### config.mk
export PLATFORM = sky130hd
export DESIGN_NAME = fifo_wr_arbiter
export DESIGN_NICKNAME = d
export VERILOG_FILES = /design/src/rtl/fifo_wr_arbiter.sv
export SDC_FILE = /design/constraint.sdc
export NUM_CORES = 1
export LEC_CHECK = 0
export BUFFER_PORTS_ARGS = -buffer_cell sky130_fd_sc_hd__buf_2
export CAP_MARGIN = 20
export CELL_PAD_IN_SITES_DETAIL_PLACEMENT = 1
export CELL_PAD_IN_SITES_GLOBAL_PLACEMENT = 1
export CORE_MARGIN = 2
export CORE_UTILIZATION = 20
export CTS_CLUSTER_SIZE = 28
export DETAILED_ROUTE_END_ITERATION = 16
export PLACE_DENSITY = 0.8
export SYNTH_ARGS = -nofsm -noshare
export SYNTH_HDL_FRONTEND = slang
export SYNTH_SLANG_ARGS = --single-unit
### constraint.sdc
create_clock -name clk_i -period 1.5 [get_ports clk_i]
set_input_delay 0.075 -clock clk_i [delete_from_list [all_inputs] [get_ports clk_i]]
set_output_delay 0.075 -clock clk_i [all_outputs]
set_load 0.02 [all_outputs]
### src/rtl/fifo_wr_arbiter.sv
// Round-robin, burst-aware arbiter for the single push port of a FIFO.
// A grant is held until the granted requester ends its burst, or until
// MAX_BURST beats have been pushed. No new burst starts while the FIFO is
// almost full, and the winning requester's index travels with the data.
module fifo_wr_arbiter #(
    parameter  int NUM_REQ    = 4,
    parameter  int DATA_WIDTH = 32,
    parameter  int MAX_BURST  = 16,
    localparam int ID_WIDTH   = $clog2(NUM_REQ)
) (
    input  logic                          clk_i,
    input  logic                          rst_i,
    input  logic [NUM_REQ-1:0]            req_valid_i,
    input  logic [NUM_REQ-1:0]            req_last_i,
    input  logic [NUM_REQ*DATA_WIDTH-1:0] req_data_i,
    output logic [NUM_REQ-1:0]            req_ready_o,
    output logic [NUM_REQ-1:0]            gnt_o,
    output logic                          busy_o,
    output logic                          push_o,
    output logic [DATA_WIDTH-1:0]         wr_data_o,
    output logic [ID_WIDTH-1:0]           wr_id_o,
    input  logic                          full_i,
    input  logic                          a_full_i
);

    localparam int CNT_WIDTH = $clog2(MAX_BURST + 1);

    typedef enum logic {
        IDLE  = 1'b0,
        BURST = 1'b1
    } state_e;

    state_e                state_q, state_d;
    logic [ID_WIDTH-1:0]   gntIdx_q, gntIdx_d;
    logic [ID_WIDTH-1:0]   rrPtr_q, rrPtr_d;
    logic [CNT_WIDTH-1:0]  beatCnt_q, beatCnt_d;

    logic [ID_WIDTH-1:0]   winIdx;
    logic                  winFound;
    logic                  beat;
    logic                  endOfBurst;

    // Index that lies 'offset' positions above 'base', wrapping at NUM_REQ.
    function automatic logic [ID_WIDTH-1:0] wrapAdd(input logic [ID_WIDTH-1:0] base,
                                                    input int offset);
        int sum;
        sum = int'(base) + offset;
        if (sum >= NUM_REQ) begin
            sum = sum - NUM_REQ;
        end
        return ID_WIDTH'(sum);
    endfunction

    // Round-robin search: first valid requester starting just above the last winner.
    always_comb begin
        winIdx   = '0;
        winFound = 1'b0;
        for (int i = 1; i <= NUM_REQ; i++) begin
            if (!winFound && req_valid_i[wrapAdd(rrPtr_q, i)]) begin
                winIdx   = wrapAdd(rrPtr_q, i);
                winFound = 1'b1;
            end
        end
    end

    // A beat is an accepted push; the burst ends on its last beat or at the beat cap.
    always_comb begin
        beat       = (state_q == BURST) && req_valid_i[gntIdx_q] && !full_i;
        endOfBurst = beat && (req_last_i[gntIdx_q] ||
                              (beatCnt_q == CNT_WIDTH'(MAX_BURST - 1)));
    end

    // State register with synchronous reset; requester 0 wins first after reset.
    always_ff @(posedge clk_i) begin
        if (rst_i) begin
            state_q   <= IDLE;
            gntIdx_q  <= '0;
            rrPtr_q   <= ID_WIDTH'(NUM_REQ - 1);
            beatCnt_q <= '0;
        end else begin
            state_q   <= state_d;
            gntIdx_q  <= gntIdx_d;
            rrPtr_q   <= rrPtr_d;
            beatCnt_q <= beatCnt_d;
        end
    end

    // Next-state logic: grant from IDLE unless almost full, count beats in BURST.
    always_comb begin
        state_d   = state_q;
        gntIdx_d  = gntIdx_q;
        rrPtr_d   = rrPtr_q;
        beatCnt_d = beatCnt_q;
        unique case (state_q)
            IDLE: begin
                if (winFound && !a_full_i) begin
                    state_d   = BURST;
                    gntIdx_d  = winIdx;
                    rrPtr_d   = winIdx;
                    beatCnt_d = '0;
                end
            end
            BURST: begin
                if (beat) begin
                    beatCnt_d = beatCnt_q + CNT_WIDTH'(1);
                end
                if (endOfBurst) begin
                    state_d = IDLE;
                end
            end
            default: begin
                state_d = IDLE;
            end
        endcase
    end

    // Output logic: route the granted requester to the FIFO, everything zero in IDLE.
    always_comb begin
        req_ready_o = '0;
        gnt_o       = '0;
        busy_o      = 1'b0;
        push_o      = 1'b0;
        wr_data_o   = '0;
        wr_id_o     = '0;
        if (state_q == BURST) begin
            busy_o                = 1'b1;
            gnt_o[gntIdx_q]       = 1'b1;
            req_ready_o[gntIdx_q] = !full_i;
            push_o                = beat;
            wr_data_o             = req_data_i[int'(gntIdx_q) * DATA_WIDTH +: DATA_WIDTH];
            wr_id_o               = gntIdx_q;
        end
    end

endmodule
==> flow_summary.yaml <==
sta:
  hold_violations: 0
  relSlewSlack: 0.7679
  rsz0062_at_grt: "true"
  post-route-period-util: 1.178
  setup_viol_count_final: 41
  clock.fmax_mhz: 565.9
  worst_pin_slew_ns: 0.3466
  fin_ws_ns: -0.2670
  fin_worst_skew_ns: 0.007400
  min_period_ns: 1.767
  slew_violations: 0
  whs_ns: 0.1548
grt:
  grt_pass1_wl_um: 11520
  grt_max_degree: 25
  antenna_found_initial: 0
  grt_usage: 0.1657
  grt_remaining_overflow: 0
  grt_pass1_vias: 2280
critical_path:
  rr_worst_depth: 6
  critPathTopFamily: "multiplexers"
  crit_arrival_ns: 1.69
  slowest_delay_ns: 0.51
  cp-end-kind: "primary output"
  crit_chain: "clkbuf_16 -> mux4_2 -> and2_4 -> buf_6"
  start_kind: "flip-flop"
  cp.required_ns: 1.42
  worst-path-buf-inv: 2
  critPathKind: "reg2out"
  critical_path_peak_fanout: 7
  worstSetupPathDepth: 4
  slowest_stage: "mux4_2"
place:
  dp_slack_ns: -0.06175
  gp_congestion: 0.7427
  place_area_um2: 2703
  post-place-cells: 432
  portBuffers: 183
  hpwlAfterDp_um: 6407
synthesis:
  syn_inst: 156
  synth_top_area_share: 0.4679
  synth.largest_area_cell: "mux4_2"
  ys_types: 35
  seq_area_frac_synth: 0.1223
  netlist_area_um2: 1637
  ys_ff_latch: 10
  ys_top_cells_by_area: "mux4_2 47%, and2_1 13%, dfxtp_1 12%"
  syn_area_per_cell_um2: 10.49
  yosys_warnings: 0
  syn_nets: 298
cells_and_area:
  diodes: 0
  syn_to_final_growth_pct: 103.3
  fin_cells: 446
  nFillCells: 925
  drive_gt1_frac: 0.8488
  nets: 487
  fin_util: 0.4239
  fin_area_um2: 3327
status:
  status: "complete, but fails checks"
  violations: "setup timing"
pwr:
  leakagePower_nw: 1.547
  vdd_ir_drop_max_mv: 0.2096
  powerDensity_nw_per_um2: 539.7
clock_tree:
  cts_tree: "yes"
  cts_sinks: 10
  clk_latency_ns: 0.24
  numCtsBuffers: 3
  root_buffer: "clkbuf_8"
  clock_path_buffers: 2
  clkSlewWorstSetupHoldPaths_ns: 0.05
  htreeDepth: 1
floorplanning:
  io_pins: 184
  rows: 32
  die_area_um2: 8923
  die_h_um: 94.46
  die_x_um: 94.46
  core_area_um2: 7848
  start_util: 0.2085
routing:
  vias: 2160
  dr.pass1.iters: 4
  first_iter_violations: 55
  via_per_inst: 4.843
  wl_um: 8447
  wl_per_cell_um: 18.94
  drc_errors: 0
  ant_nets: 0
flow_run:
  cap_violations: 0
worst_hold_path:
  worst_hold_path_type: "in2reg"
  min_path_cells: 2
Yosys cell counts (all sizes together):
cell type and count:
inv 4, or3 1, mux2i 1, dfxtp 10
o21bai 1, and3b 2, mux4 34, nand2b 3
o21ai 4, a21oi 8, clkbuf 7, nand2 4
a31oi 1, buf 10, xor2 1, nor2 5
nor4 1, nor3b 2, nor3 5, ha 2
nand3b 3, a2111o 1, nand3 6, and3 3
and2 33, nor2b 2, nand4b 1, or2b 1
per-stage QoR:
stage / setup TNS, ns / total power, mW
finish: -8.218 / 1.795
global route: -10.52 / 1.900
CTS: -8.080 / 1.615
detailed placement: -0.7024 / 1.173
global placement: -0.2125 / 1.148
floorplan: -0.001049 / 0.8166
per-layer routing:
| metal | routed length [um] | GRT usage |
|---|---|---|
| met1 | 2889 | 0.1681 |
| met3 | 613 | 0.03352 |
| met5 | 0 | 0 |
| met2 | 4851 | 0.3458 |
| met4 | 93 | 0.02778 |
path summary, 6_finish.rpt:
path	startpoint	endpoint	slack, ns
worst max register to register	gntIdx_q[0]	beatCnt_q[3]	-0.15
worst min-delay path	rst_i	beatCnt_q[1]	0.15
worst max-delay path	gntIdx_q[0]	wr_data_o[22]	-0.27
worst min register to register	beatCnt_q[1]	beatCnt_q[1]	0.48
area by class of cell:
cell class | count | area (um2) | area share
multi-input combinational | 125 | 1508 | 0.4532
timing repair buffer | 201 | 1413 | 0.4246
sequential | 10 | 206.4 | 0.06205
tap | 102 | 127.6 | 0.03836
clock buffer | 4 | 55.05 | 0.01655
inverter | 4 | 17.52 | 0.005265
cells in the final DEF, fill, tap and decap left out, types with 3 or more instances in the layout:
cell      Yosys  routed
buf_4         2       5
buf_2         4     145
mux4_2       34      34
nor2_1        5       3
o21ai_0       3       3
nand2_1       3       3
a21oi_1       7       4
and2_4        0      32
buf_12        0       5
nor3_1        5       4
a21oi_2       1       4
buf_6         2      43
inv_1         3       3
nand3_2       0       3
nand3b_1      3       3
dfxtp_1      10       7
clkbuf_8      0       4
registers in the layout, summed over array words and instances, names as in the netlist:
signal / count
beatCnt_q: 5
gntIdx_q: 2
rrPtr_q: 2
state_q: 1
repair_timing:
item,in CTS,in global routing
cloned,1,2
hold buffers,0,0
pin swaps,5,9
setup endpoints to repair,35,43
resized for setup,35,104
buffers inserted,4,5
power by group:
part | leakage [nW] | internal, mW | switching (mW)
registers | 0.0830 | 0.281 | 0.0257
clock network | 0.0288 | 0.231 | 0.108
logic | 1.44 | 0.683 | 0.467
cells by family after synthesis:
group           after synthesis  synth area share
compound gates               15           0.05428
buf+inv                      21           0.06498
xor+xnor                      1          0.005353
simple gates                 72            0.2638
mux                          35            0.4740
fa+ha+maj                     2           0.01529
flops                        10            0.1223
Note: power is estimated with default switching activity, not from simulation.
